[src/rtl/prog_lut_pkg.sv]
// prog_lut_pkg: shared types, config-field encodings and reset defaults for the LUT decoder.
package prog_lut_pkg;

    typedef enum logic [1:0] {RUN, DRAIN, SWAP} state_e;

    localparam logic CFG_INIT = 1'b0;
    localparam logic CFG_SEL  = 1'b1;

    // Default selection spreads consecutive LUT inputs across consecutive in_data bits.
    function automatic int sel_default(input int lut, input int j, input int k, input int in_w);
        return (lut * k + j) % in_w;
    endfunction

endpackage

[src/rtl/prog_lut_cell.sv]
// prog_lut_cell: one K-input LUT with shadow/active INIT and SEL registers and address formation.
module prog_lut_cell
    import prog_lut_pkg::*;
#(
    parameter int LUT_K = 4,
    parameter int IN_W = 16,
    parameter int CFG_W = 16,
    parameter int IDX = 0,
    localparam int SEL_W = $clog2(IN_W),
    localparam int INIT_W = 2 ** LUT_K,
    localparam int SELS_W = LUT_K * SEL_W
) (
    input  logic              clk,
    input  logic              rst_n,
    input  logic              we_i,
    input  logic              field_i,
    input  logic [CFG_W-1:0]  wdata_i,
    input  logic              swap_i,
    input  logic [IN_W-1:0]   in_data_i,
    output logic [LUT_K-1:0]  addr_o,
    output logic [INIT_W-1:0] init_o
);

    function automatic logic [SELS_W-1:0] sel_rst_vec();
        logic [SELS_W-1:0] v;
        v = '0;
        for (int j = 0; j < LUT_K; j++) v[j*SEL_W +: SEL_W] = SEL_W'(sel_default(IDX, j, LUT_K, IN_W));
        return v;
    endfunction

    localparam logic [SELS_W-1:0] SEL_RST = sel_rst_vec();

    logic [INIT_W-1:0] sh_init_q, act_init_q;
    logic [SELS_W-1:0] sh_sel_q, act_sel_q;

    // The swap copies the pre-edge shadow, so a write landing on the swap cycle waits for the next commit.
    always_ff @(posedge clk or negedge rst_n) begin
        if (!rst_n) begin
            sh_init_q  <= '0;
            act_init_q <= '0;
            sh_sel_q   <= SEL_RST;
            act_sel_q  <= SEL_RST;
        end else begin
            if (we_i && field_i == CFG_INIT) sh_init_q <= wdata_i[INIT_W-1:0];
            if (we_i && field_i == CFG_SEL) sh_sel_q <= wdata_i[SELS_W-1:0];
            if (swap_i) begin
                act_init_q <= sh_init_q;
                act_sel_q  <= sh_sel_q;
            end
        end
    end

    always_comb begin
        addr_o = '0;
        for (int j = 0; j < LUT_K; j++) begin
            addr_o[j] = int'(act_sel_q[j*SEL_W +: SEL_W]) < IN_W && in_data_i[act_sel_q[j*SEL_W +: SEL_W]];
        end
    end

    assign init_o = act_init_q;

endmodule

[src/rtl/prog_lut_decoder.sv]
// prog_lut_decoder: bank of runtime-programmable LUTs decoding an instruction field,
// two-stage valid/ready pipeline with drain-then-swap atomic configuration commit.
module prog_lut_decoder
    import prog_lut_pkg::*;
#(
    parameter int LUT_K = 4,
    parameter int NUM_LUTS = 8,
    parameter int IN_W = 16,
    localparam int SEL_W = $clog2(IN_W),
    localparam int CFG_W = (2 ** LUT_K > LUT_K * SEL_W) ? 2 ** LUT_K : LUT_K * SEL_W,
    // One spare bit so out-of-range LUT indices are representable and can be rejected.
    localparam int LUT_W = $clog2(NUM_LUTS + 1)
) (
    input  logic                clk,
    input  logic                rst_n,
    input  logic                in_valid_i,
    output logic                in_ready_o,
    input  logic [IN_W-1:0]     in_data_i,
    output logic                out_valid_o,
    input  logic                out_ready_i,
    output logic [NUM_LUTS-1:0] out_data_o,
    input  logic                cfg_we_i,
    input  logic [LUT_W-1:0]    cfg_lut_i,
    input  logic                cfg_field_i,
    input  logic [CFG_W-1:0]    cfg_wdata_i,
    input  logic                cfg_commit_i,
    output logic                cfg_busy_o
);

    logic [NUM_LUTS*LUT_K-1:0] addr_w, addr_q;
    logic [2**LUT_K-1:0]       init_w [NUM_LUTS];
    logic [NUM_LUTS-1:0]       out_d, out_q;
    logic                      s1_v_q, s2_v_q, s1_load, s2_load, accept, busy_q;
    state_e                    state_q;

    assign s2_load     = !s2_v_q || out_ready_i;
    assign s1_load     = !s1_v_q || s2_load;
    assign in_ready_o  = state_q == RUN && s1_load;
    assign accept      = in_valid_i && in_ready_o;
    assign out_valid_o = s2_v_q;
    assign out_data_o  = out_q;
    assign cfg_busy_o  = busy_q;

    for (genvar i = 0; i < NUM_LUTS; i++) begin : g_lut
        prog_lut_cell #(
            .LUT_K(LUT_K),
            .IN_W (IN_W),
            .CFG_W(CFG_W),
            .IDX  (i)
        ) u_cell (
            .clk      (clk),
            .rst_n    (rst_n),
            .we_i     (cfg_we_i && cfg_lut_i == LUT_W'(i)),
            .field_i  (cfg_field_i),
            .wdata_i  (cfg_wdata_i),
            .swap_i   (state_q == SWAP),
            .in_data_i(in_data_i),
            .addr_o   (addr_w[i*LUT_K +: LUT_K]),
            .init_o   (init_w[i])
        );
    end

    always_comb begin
        out_d = '0;
        for (int i = 0; i < NUM_LUTS; i++) out_d[i] = init_w[i][addr_q[i*LUT_K +: LUT_K]];
    end

    always_ff @(posedge clk or negedge rst_n) begin
        if (!rst_n) begin
            s1_v_q <= 1'b0;
            s2_v_q <= 1'b0;
            addr_q <= '0;
            out_q  <= '0;
        end else begin
            if (s1_load) s1_v_q <= accept;
            if (accept) addr_q <= addr_w;
            if (s2_load) s2_v_q <= s1_v_q;
            if (s2_load && s1_v_q) out_q <= out_d;
        end
    end

    // Commits are only honoured in RUN; DRAIN waits for both stages to empty before the swap.
    always_ff @(posedge clk or negedge rst_n) begin
        if (!rst_n) begin
            state_q <= RUN;
            busy_q  <= 1'b0;
        end else begin
            case (state_q)
                RUN: if (cfg_commit_i) begin
                    state_q <= DRAIN;
                    busy_q  <= 1'b1;
                end
                DRAIN: if (!s1_v_q && !s2_v_q) state_q <= SWAP;
                SWAP: begin
                    state_q <= RUN;
                    busy_q  <= 1'b0;
                end
                default: begin
                    state_q <= RUN;
                    busy_q  <= 1'b0;
                end
            endcase
        end
    end

endmodule

[config.mk]
export PLATFORM = sky130hd
export DESIGN_NAME = prog_lut_decoder
export DESIGN_NICKNAME = d
export VERILOG_FILES = /design/src/rtl/prog_lut_pkg.sv /design/src/rtl/prog_lut_cell.sv /design/src/rtl/prog_lut_decoder.sv
export SDC_FILE = /design/constraint.sdc
export NUM_CORES = 1
export LEC_CHECK = 0
export CAP_MARGIN = 10
export CORE_MARGIN = 5
export CORE_UTILIZATION = 67
export CTS_CLUSTER_SIZE = 28
export DETAILED_ROUTE_END_ITERATION = 10
export PLACE_DENSITY = 0.92
export SYNTH_ARGS = -nofsm -noshare
export SYNTH_HDL_FRONTEND = slang
export SYNTH_HIERARCHICAL = 1
export SYNTH_SLANG_ARGS = --single-unit
export TNS_END_PERCENT = 100
[constraint.sdc]
create_clock -name clk -period 2.78 [get_ports clk]
set_input_delay 0.556 -clock clk [delete_from_list [all_inputs] [get_ports clk]]
set_output_delay 0.556 -clock clk [all_outputs]
set_load 0.05 [all_outputs]
# ---- Word level (Yosys, flattened, before mapping)
# Cells that the tools add are included.
dict set report op_classes {
  eq_ne 11
  muxes 85
  bitwise_logic 2
  n_reduce_logical 36
  magnitude_cmp 40
}
# op n
set ops {}
lappend ops {{$lt 4x5->1 const B} 40}
lappend ops {{$bmux 1 s4} 40}
lappend ops {{$mux 1} 41}
lappend ops {{$logic_and 1x1->1} 28}
lappend ops {{$eq 4x3->1 const B} 4}
lappend ops {{$eq 4x2->1 const B} 2}
lappend ops {{$eq 4x1->1 const B} 1}
lappend ops {{$logic_not 4->1} 1}
lappend ops {{$mux 2} 2}
lappend ops {{$ne 2x2->1 const B} 2}
lappend ops {{$pmux 2 s2} 1}
lappend ops {{$reduce_and 2->1} 2}
lappend ops {{$eq 2x1->1 const B} 1}
lappend ops {{$eq 2x2->1 const B} 1}
lappend ops {{$logic_not 1->1} 2}
lappend ops {{$logic_not 2->1} 1}
lappend ops {{$logic_or 1x1->1} 2}
lappend ops {{$not 1->1} 2}
lappend ops {{$pmux 1 s2} 1}
dict set report word_totals {
  in_bits 43
  wordCells 212
  regBits 557
}

# ---- Depth between registers and ports, before layout
# Gate-level depths: netlist of run 1.
dict set report logic_depth {
  word_depth 5
  ltp_mapped 6
  mapped_depth_nobuf 4
}

# ---- Cells and area by module
# The synthesis of run 1 kept the hierarchy.
# module n_inst area_each_um2 cells_each
set modules_own_cells {}
lappend modules_own_cells {{prog_lut_cell at g_lut[1].u_cell ...} 4 2929.1 165}
lappend modules_own_cells {{prog_lut_cell at g_lut[3].u_cell ...} 2 2939.1 165}
lappend modules_own_cells {{prog_lut_cell at g_lut[0].u_cell ...} 2 2919.0 165}
lappend modules_own_cells {prog_lut_decoder 1 2986.6 268}

# ---- Worst setup path after synthesis of run 1
# No wires, ideal clock.
dict set report synth_path {
  path_kind {input to register}
  startpoint {input cfg_lut_i[3]}
  endpoint {register g_lut[0].u_cell.sh_init_q[0]}
  path_stages 6
  n_path_buf 2
  t_arrival_ps 2024
  setup_ps 125
  required_time_ps 2655
  path_slack_ps 631
  cell_sequence {or3b_2 nor3_1 nor2b_1 buf_2 buf_4 mux2_2}
}
dict set report synth_between {
  elab_chain_len 3
}
# element line_no
set synth_rtl {}
lappend synth_rtl {{from (decl)} prog_lut_decoder.sv:23} ;# input logic [LUT_W-1:0] cfg_lut_i,
lappend synth_rtl {{$logic_not 4->1} prog_lut_decoder.sv:53} ;# .we_i (cfg_we_i && cfg_lut_i == LUT_W'(i)),
lappend synth_rtl {{$logic_and 1x1->1} prog_lut_decoder.sv:53}
lappend synth_rtl {{$logic_and 1x1->1} prog_lut_cell.sv:44} ;# if (we_i && field_i == CFG_INIT) sh_init_q <= wdata_i[INIT_W-1:0];
lappend synth_rtl {{to (signal assigned)} prog_lut_cell.sv:44}
lappend synth_rtl {{to (decl)} prog_lut_cell.sv:33} ;# logic [INIT_W-1:0] sh_init_q, act_init_q;
# Every way passes these cells.
# A chain may end at the register's enable or synchronous reset.

# ---- Worst setup path after layout of run 1
dict set report layout_path {
  startpoint {register s1_v_q}
  endpoint {output in_ready_o}
}
dict set report layout_between {
  elab_chain_len 3
}
# element line_no
set layout_rtl {}
lappend layout_rtl {{from (decl)} prog_lut_decoder.sv:33} ;# logic s1_v_q, s2_v_q, s1_load, s2_load, accept, busy_q;
lappend layout_rtl {{from (signal assigned)} prog_lut_decoder.sv:75} ;# if (s1_load) s1_v_q <= accept;
lappend layout_rtl {{$logic_not 1->1} prog_lut_decoder.sv:37} ;# assign s1_load = !s1_v_q || s2_load;
lappend layout_rtl {{$logic_or 1x1->1} prog_lut_decoder.sv:37}
lappend layout_rtl {{$logic_and 1x1->1} prog_lut_decoder.sv:38} ;# assign in_ready_o = state_q == RUN && s1_load;
lappend layout_rtl {{to (decl)} prog_lut_decoder.sv:17} ;# output logic in_ready_o,
# Every way passes these cells.

==> results of run 1 <==
-- registers in the layout, indices dropped and copies added, names as in the netlist --
signal	cells
g_lut.u_cell/act_sel_q	128
g_lut.u_cell/init_o	128
g_lut.u_cell/sh_init_q	128
g_lut.u_cell/sh_sel_q	128
addr_q	32
out_data_o	8
state_q	2
cfg_busy_o	1
out_valid_o	1
s1_v_q	1
-- per-layer routing --
metal | track usage | vias up
met2 | 0.4935 | 918
met1 | 0.3950 | 8201
met3 | 0.07948 | 303
met4 | 0.1706 | 4
met5 | 0 | -
li1 | - | 6412
-- power by group --
part / internal, uW / total (uW) / switching [uW]
logic: 6210 / 10100 / 3900
clock network: 4420 / 7520 / 3100
registers: 11600 / 14400 / 2850
-- worst max path at each step --
stage | cells past startpoint | slack, ns | to | start
after floorplan | 6 | 0.63 | g_lut[0].u_cell/sh_init_q[0] | cfg_lut_i[3]
after global placement | 7 | 0.02 | g_lut[3].u_cell/sh_init_q[5] | cfg_we_i
after detailed placement | 7 | 0.02 | g_lut[3].u_cell/sh_init_q[12] | cfg_we_i
after CTS | 3 | 0.26 | in_ready_o | s1_v_q
after global routing | 3 | 0.21 | in_ready_o | s1_v_q
final | 3 | 0.19 | in_ready_o | s1_v_q
-- through the flow --
| stage | cells | setup slack, ns |
|---|---|---|
| final | 2270 | 0.1937 |
| after global routing | 2269 | 0.2063 |
| after CTS | 2268 | 0.2585 |
| after detailed placement | 2166 | 0.01807 |
| after global placement | 2166 | 0.02115 |
| after floorplan | 1588 | 0.6313 |
-- final cells by class --
class                           count  area, sq um
Timing Repair Buffer              134         1381
Antenna cell                        2        5.005
Tap cell                          518        648.1
Fill cell                        1959         8940
Inverter                            5        18.77
Multi-Input combinational cell    953        11900
Clock buffer                       88         1690
Sequential cell                   557        14100
Clock inverter                     13        146.4
-- cell families (layout without fill, tap and decap cells) --
logic type	Yosys count	count (layout)	synth area share
AOI/OAI and AO/OA	42	42	0.01137
buffers and inverters	78	240	0.01624
DFF	557	557	0.5336
muxes	808	808	0.4177
other	0	2	0
and+or+nand+nor	103	103	0.02107
-- repair_timing --
item                                   in CTS  in global routing
hold buffers                                1                  0
endpoints found under the hold margin      41                  0
setup buffers                               0                  0
-- critical path, stage by stage, from the launching register on --
cell	delay (ns)
dfrtp_1	0.82
inv_1	0.17
o21a_1	0.27
buf_12	0.16
-- synthesized netlist by cell type --
cell and count:
o21a_1 1, o21ai_0 4, inv_1 5, mux2i_1 106, nand3_1 5, buf_1 2
nand2b_1 17, nand2_1 14, nor3_1 12, a211oi_1 6, nor2_1 15, clkbuf_1 9
mux2_1 16, mux2_2 545, or3b_2 1, and3_1 5, nand2_2 1, nor2b_1 24
a211o_1 3, dfrtp_1 429, buf_4 11, a221o_1 5, buf_2 46, dfstp_2 128
and2b_2 1, buf_6 5, mux4_1 128, a21oi_1 6, o22ai_1 11, nor4_1 7
nand3b_1 1, a2111oi_0 6, mux4_2 13
==> flow_summary_export.csv, run 1 <==
group,metric,value,unit
outcome,status,"complete, no violations",
power,max-vdd-ir-drop,726.4,uV
worst_setup_path,required,2.22,ns
logic_synthesis,syn_nets,1631,
sta,setup_tns,0,ns
worst_setup_path,r2r-start,"s1_v_q",
logic_synthesis,synth_area_leaders,"dfrtp_1 41%, mux2_2 23%, dfstp_2 13%, mux4_1 13%, mux2i_1 4.0%",
sta,rsz0062_at_grt,"false",
logic_synthesis,synth_largest_area_cell,"dfrtp_1",
global_routing,grt_pass1_wl,104100,microns
clock_tree,cts.path.max_buffers,3,
die,start_util,0.6804,
worst_setup_path,reg2reg_setup_slack,0.62,ns
clock_tree,clkTransAtPathRegs,0.06,ns
sta,finalSetupViolCount,0,
sta,clock_skew,0.02642,ns
routing,wl_met1,24300,microns
worst_setup_path,path_class,"flip-flop to output port",
routing,met2_length,32210,microns
logic_synthesis,synth_top_area_frac,0.4063,
cells_and_area,most-common-layout-cells,"545 x mux2_2, 429 x dfrtp_1, 128 x mux4_1, 128 x dfstp_2, 106 x mux2i_1",
worst_setup_path,r2r_end,"addr_q[0]",
hold_path,holdPathEnd,"g_lut[1].u_cell/act_sel_q[3]",
cells_and_area,layout-drive-gt1-share,0.4909,
logic_synthesis,ys_ff_latch,557,
logic_synthesis,avgSynthCellArea,16.64,sq um
clock_tree,ctsResizeCount,0,
sta,worst_pin_slew,0.7408,ns
placed_design,dp_hpwl,35850,microns
clock_tree,worst_skew_pair.late_latency,0.62,ns
global_routing,first_global_vias,17420,
routing,firstDrtPassIters,5,
power,p_leak,0.01298,uW
sta,hold_viol,0,
die,core-area,0.03883,sq mm
sta,finalMaxSlewViolations,0,
routing,drc,0,
die,fp.dieW,208.6,microns
cells_and_area,final_common_cell,"mux2_2",
routing,drt_iter0_drc,1355,
clock_tree,clockRootBuffer,"clkbuf_16",
routing,ant_nets,0,
routing,vias,15840,
global_routing,grt_antenna_before_repair,6,
hold_path,hp-class,"flip-flop to flip-flop",
logic_synthesis,yosys_warnings,6,
global_routing,grt_max_degree,91,
global_routing,overflow,0,
global_routing,grt_use_total,0.3099,
sta,slew_headroom,0.5061,
die,die_y,208.6,microns
clock_tree,cts_buffers,54,
routing,met3_length,6343,microns
die,io_pins,54,
placed_design,io_buffers,53,
clock_tree,clock-sinks,557,
routing,top_layer_used,"met5",
logic_synthesis,netlist-cell-type-count,33,
flow_run,cap_violations,0,
logic_synthesis,seq_area_frac_synth,0.5336,
worst_setup_path,critPathMaxFanout,9,
sta,max_freq,386.7,MHz
sta,post-route-min-period,2.586,ns
placed_design,routabilityCongestion,0.7914,
placed_design,dpl_cell_area,0.02804,sq mm
worst_setup_path,r2r_cells,5,
routing,viasPerCell,6.977,
routing,routed_wl,67190,microns
logic_synthesis,synth_cells,1588,
logic_synthesis,syn_area,0.02642,sq mm
sta,worst_hold_slack,0.4945,ns
cells_and_area,fin_area,0.02989,sq mm
power,total_power,32050,uW
die,dieArea,0.04350,sq mm
worst_setup_path,end_kind,"output port",
power,power_density,1072,mW/mm^2
hold_path,hp-start,"g_lut[1].u_cell/sh_sel_q[3]",
cells_and_area,area_delta_synth_final,13.13,%
die,rows,72,
worst_setup_path,critical_path_arrival,2.03,ns
cells_and_area,nNetsFinal,1748,
clock_tree,htree_levels,2,
hold_path,hold_depth,1,
clock_tree,cts_tree,"yes",
cells_and_area,final_core_util,0.7698,
sta,finalCritPeriodShare,0.9303,
routing,wl_per_cell,29.60,microns
worst_setup_path,critPathLaunchType,"flip-flop",
Note: power is estimated with default switching activity, not from simulation.
==> run 2: changes to the inputs <==
--- a/config.mk
+++ b/config.mk
@@ -6,8 +6,9 @@
 export NUM_CORES = 1
 export LEC_CHECK = 0
 export CAP_MARGIN = 10
-export CORE_MARGIN = 5
+export CORE_MARGIN = 8
 export CORE_UTILIZATION = 67
+export CTS_CLUSTER_DIAMETER = 60
 export CTS_CLUSTER_SIZE = 28
 export DETAILED_ROUTE_END_ITERATION = 10
 export PLACE_DENSITY = 0.92
==> run 2 against run 1 <==
Compared with the run above:
- largest cell class unchanged
- largest power group unchanged
- total power shrank 5.8%
- non-clock buffer count shrank 8
- global-route usage shrank 2.6 points
- clock-buffer cell count shrank 48
- highest routed layer unchanged
==> flow_summary_export.csv, run 2 (same netlist as run 1, synthesis figures left out) <==
group,metric,value,unit
outcome,status,"complete, no violations",
die,start_util,0.6804,
worst_setup_path,critical_path.cell_chain,"clkdlybuf4s50_1",
die,fp.dieW,214.6,microns
power,power_density,1031,mW/mm^2
sta,slew_headroom,0.6419,
worst_setup_path,required,2.22,ns
sta,rsz0062_at_grt,"false",
global_routing,grt_use_total,0.2841,
routing,wl_per_cell,29.57,microns
routing,drt_iter0_drc,1214,
clock_tree,clkTransAtPathRegs,0.10,ns
worst_setup_path,cp.buffers_inverters,1,
die,core-area,0.03883,sq mm
die,rows,72,
cells_and_area,layout-drive-gt1-share,0.4853,
clock_tree,worst_skew_pair.late_latency,0.57,ns
worst_setup_path,end_kind,"output port",
routing,firstDrtPassIters,6,
global_routing,overflow,0,
cells_and_area,final_common_cell,"mux2_2",
cells_and_area,fin_area,0.02929,sq mm
worst_setup_path,crit_start,"out_data_o[3]",
power,p_leak,0.01266,uW
sta,worst_pin_slew,0.5236,ns
cells_and_area,nNetsFinal,1723,
hold_path,hp-class,"flip-flop to flip-flop",
worst_setup_path,critPathLaunchType,"flip-flop",
clock_tree,cts.path.max_buffers,3,
clock_tree,clockRootBuffer,"clkbuf_16",
placed_design,io_buffers,53,
power,total_power,30190,uW
sta,clock_skew,0.02406,ns
sta,max_freq,415.8,MHz
cells_and_area,final_core_util,0.7543,
clock_tree,cts_tree,"yes",
clock_tree,clock-sinks,557,
flow_run,cap_violations,0,
clock_tree,post_cts_buffers,0,
sta,hold_viol,0,
placed_design,dp_hpwl,35560,microns
worst_setup_path,critPathMaxStageDelay,0.86,ns
sta,finalMaxSlewViolations,0,
worst_setup_path,reg2reg_setup_slack,0.88,ns
cells_and_area,most-common-layout-cells,"545 x mux2_2, 429 x dfrtp_1, 128 x mux4_1, 128 x dfstp_2, 106 x mux2i_1",
die,dieArea,0.04604,sq mm
worst_setup_path,path_class,"flip-flop to output port",
clock_tree,htree_levels,2,
sta,post-route-min-period,2.405,ns
global_routing,grt_max_degree,100,
clock_tree,cts_buffers,37,
sta,layout_setup_ws,0.3749,ns
sta,finalSetupViolCount,0,
clock_tree,hold_buffers,1,
power,max-vdd-ir-drop,659.2,uV
placed_design,pre_cts_ws,-0.002656,ns
hold_path,hp-start,"g_lut[4].u_cell/sh_init_q[2]",
placed_design,routabilityCongestion,0.7548,
routing,vias,15640,
routing,viasPerCell,7.029,
sta,worst_hold_slack,0.4865,ns
global_routing,grt_pass1_wl,101300,microns
routing,ant_nets,0,
die,io_pins,54,
worst_setup_path,path_delay_family,"buffers and inverters",
worst_setup_path,critPathMaxFanout,2,
global_routing,first_global_vias,16880,
routing,drc,0,
clock_tree,ctsResizeCount,0,
cells_and_area,area_delta_synth_final,10.85,%
worst_setup_path,critical_path_arrival,1.85,ns
hold_path,hold_depth,1,
placed_design,dpl_cell_area,0.02801,sq mm
global_routing,grt_antenna_before_repair,1,
worst_setup_path,slowest_stage,"clkdlybuf4s50_1",
worst_setup_path,r2r-start,"g_lut[0].u_cell/act_sel_q[4]",
hold_path,holdPathEnd,"g_lut[4].u_cell/init_o[2]",
sta,finalCritPeriodShare,0.8651,
routing,routed_wl,65800,microns
die,die_y,214.6,microns
worst_setup_path,r2r_end,"addr_q[1]",
worst_setup_path,r2r_cells,4,
==> run 2: cell types whose count changed in the layout (fill, tap and decap cells not counted), sizes merged <==
cell | previous run | this run
inv | 6 | 20
diode | 2 | 1
bufinv | 3 | 1
clkinvlp | 1 | 0
buf | 82 | 74
clkinv | 8 | 9
clkbuf | 88 | 40
==> run 2: final cells by class <==
class / count / area [sq um]
clock inverters: 25 / 304.0
well taps: 518 / 648.1
flip-flops and latches: 557 / 14100
clock buffers: 40 / 957.2
multi-input cells: 953 / 11900
diodes: 1 / 2.502
inverters: 5 / 18.77
fillers: 2038 / 9540
repair buffers: 126 / 1359
==> run 2: power breakdown <==
part	total, uW	switching (uW)	internal [uW]
Sequential	14300	2770	11500
Clock	5850	3080	2780
Combinational	10000	3860	6160
Total	30200	9700	20500
==> run 2: metal layers <==
metal  track usage  share of wire  up-vias
met4        0.1250          0.049        2
li1              -              -     6357
met3       0.05458          0.080      224
met2        0.4667           0.48      761
met5             0        0.00020        -
met1        0.3681           0.39     8296
==> run 2: stage by stage <==
step | instances | setup TNS [ns]
finish | 2225 | 0
floorplan | 1588 | 0
global route | 2224 | 0
CTS | 2224 | 0
global placement | 2158 | 0
detailed placement | 2158 | -0.002656
==> run 2: worst max-delay path by stage <==
stage | cells past startpoint | to
detailed placement | 6 | g_lut[3].u_cell/sh_init_q[13]
global route | 1 | out_data_o[3]
finish | 1 | out_data_o[3]
floorplan | 6 | g_lut[0].u_cell/sh_init_q[0]
global placement | 6 | g_lut[3].u_cell/sh_init_q[2]
CTS | 1 | out_data_o[3]
==> run 3: changes to the inputs <==
--- a/config.mk
+++ b/config.mk
@@ -8,10 +8,10 @@
 export CAP_MARGIN = 10
 export CORE_MARGIN = 8
 export CORE_UTILIZATION = 67
-export CTS_CLUSTER_DIAMETER = 60
 export CTS_CLUSTER_SIZE = 28
 export DETAILED_ROUTE_END_ITERATION = 10
 export PLACE_DENSITY = 0.92
+export SETUP_SLACK_MARGIN = 0.4
 export SYNTH_ARGS = -nofsm -noshare
 export SYNTH_HDL_FRONTEND = slang
 export SYNTH_HIERARCHICAL = 1
==> run 3 against run 2 <==
Compared with the run above:
- combinational power hardly changed
- total power increased by 5.6%
- clock power increased by 27%
- clock-buffer cell count grew 49
- global-route usage rose by 0.88 points
- die area did not move
- utilization is 1.4 points higher
- first-iteration DRC count down 1.9%
==> flow_summary_export.csv, run 3 (same netlist as run 1, synthesis figures left out) <==
group,metric,value,unit
routing,routed_wl,67700,microns
die,io_pins,54,
cells_and_area,layout-drive-gt1-share,0.4865,
routing,firstDrtPassIters,5,
worst_setup_path,r2r_cells,4,
clock_tree,cts_buffers,56,
hold_path,hp-class,"primary input to asynchronous set/reset pin",
global_routing,grt_antenna_before_repair,1,
clock_tree,worst_skew_pair.late_latency,0.61,ns
clock_tree,cts_tree,"yes",
die,die_y,214.6,microns
power,switching_share,0.3096,
global_routing,overflow,0,
cells_and_area,final_common_cell,"mux2_2",
worst_setup_path,end_kind,"output port",
die,start_util,0.6804,
clock_tree,cts.path.max_buffers,3,
routing,wl_per_cell,29.86,microns
die,fp.dieW,214.6,microns
worst_setup_path,critical_path.cell_chain,"clkdlybuf4s50_1",
routing,vias,15800,
die,rows,72,
clock_tree,htree_levels,2,
cells_and_area,area_delta_synth_final,12.92,%
worst_setup_path,critPathLaunchType,"flip-flop",
sta,post-route-min-period,2.333,ns
placed_design,routabilityCongestion,0.7548,
cells_and_area,final_core_util,0.7684,
sta,finalMaxSlewViolations,0,
worst_setup_path,critical_path_arrival,1.78,ns
clock_tree,post_cts_buffers,0,
sta,hold_viol,0,
sta,finalSetupViolCount,0,
placed_design,io_buffers,53,
placed_design,dp_hpwl,35560,microns
clock_tree,clkTransAtPathRegs,0.06,ns
global_routing,grt_pass1_wl,103700,microns
placed_design,dpl_cell_area,0.02801,sq mm
clock_tree,clockRootBuffer,"clkbuf_16",
outcome,status,"complete, no violations",
cells_and_area,most-common-layout-cells,"545 x mux2_2, 429 x dfrtp_1, 128 x mux4_1, 128 x dfstp_2, 106 x mux2i_1",
routing,drt_iter0_drc,1191,
worst_setup_path,required,2.22,ns
power,internal_power,22000,uW
power,p_sw,9868,uW
routing,ant_nets,0,
sta,setup_tns,0,ns
die,dieArea,0.04604,sq mm
power,total_power,31870,uW
worst_setup_path,cp.buffers_inverters,1,
worst_setup_path,critPathMaxFanout,2,
sta,clock_skew,0.01681,ns
sta,slew_headroom,0.6458,
clock_tree,clock-sinks,557,
worst_setup_path,critPathMaxStageDelay,0.81,ns
worst_setup_path,path_class,"flip-flop to output port",
cells_and_area,nNetsFinal,1742,
worst_setup_path,worst-path-stages,1,
routing,drc,0,
sta,rsz0062_at_grt,"false",
power,pwr-share-seq,0.451,
die,core-area,0.03883,sq mm
power,max-vdd-ir-drop,719.5,uV
sta,worst_pin_slew,0.5180,ns
global_routing,grt_max_degree,100,
power,clkPwrFrac,0.233,
global_routing,grt_use_total,0.2929,
sta,worst_hold_slack,0.4729,ns
sta,finalCritPeriodShare,0.8394,
routing,viasPerCell,6.969,
global_routing,first_global_vias,17410,
worst_setup_path,slowest_stage,"clkdlybuf4s50_1",
flow_run,cap_violations,0,
cells_and_area,fin_area,0.02983,sq mm
power,combPwrFrac,0.316,
power,power_density,1068,mW/mm^2
sta,max_freq,428.6,MHz
power,p_leak,0.01297,uW
worst_setup_path,path_delay_family,"buffers and inverters",
-- run 3: cell count changes in the layout (fill, tap and decap cells not counted), moves of 3 or more --
| cell | previous run | this run |
|---|---|---|
| clkinv_8 | 3 | 0 |
| clkdlybuf4s50_1 | 51 | 43 |
| clkinv_2 | 2 | 11 |
| inv_6 | 8 | 2 |
| dlygate4sd2_1 | 0 | 8 |
| inv_8 | 5 | 0 |
| clkbuf_8 | 2 | 12 |
| clkbuf_1 | 1 | 20 |
| clkbuf_16 | 37 | 57 |
-- run 3: power groups by stage --
stage	Combinational (uW)	Clock (uW)	Sequential [uW]
final	10100	7430	14400
after detailed placement	9890	0	14300
after CTS	10100	7510	14300
after global routing	10600	7820	14800
after floorplan	7880	0	13500
after global placement	9360	0	14000
-- run 3: path summary, 6_finish.rpt --
path                                              start                            end  slack, ns
max                                          cfg_busy_o                     cfg_busy_o       0.45
min                                               rst_n                    out_valid_o       0.47
max reg2reg                g_lut[2].u_cell/act_sel_q[4]                      addr_q[9]       0.82
min reg2reg                 g_lut[7].u_cell/sh_sel_q[0]   g_lut[7].u_cell/act_sel_q[0]       0.50
max in group asynchronous                         rst_n  g_lut[7].u_cell/act_sel_q[12]       1.36
min in group clk            g_lut[7].u_cell/sh_sel_q[0]   g_lut[7].u_cell/act_sel_q[0]       0.50
-- run 3: metal layers --
layer,vias up,wire length [microns],GRT usage,share of wire
li1,6404,-,-,-
met1,8336,25590,0.3685,0.38
met2,832,32910,0.4747,0.49
met3,226,5826,0.06474,0.086
met4,0,3364,0.1549,0.050
met5,-,0,0,0
-- run 3: layout make-up --
class	count	area, sq um
sequential	557	14100
multi-input combinational	953	11900
fill	1969	8994
clock buffer	89	1667
timing repair buffer	126	1349
tap	518	648.1
clock inverter	17	148.9
inverter	5	18.77
antenna	2	5.005
-- run 3: repair_timing --
action / CTS / global route
endpoints found under the setup margin: 8 / 0
endpoints found under the hold margin: 35 / 0
hold buffers: 1 / 0
resized for setup: 8 / 0
-- run 3: stage by stage --
step                setup slack [ns]  cells
floorplan                     0.6313   1588
global placement            0.003299   2158
detailed placement         -0.002656   2158
CTS                           0.4254   2265
global route                  0.4024   2266
finish                        0.4466   2267
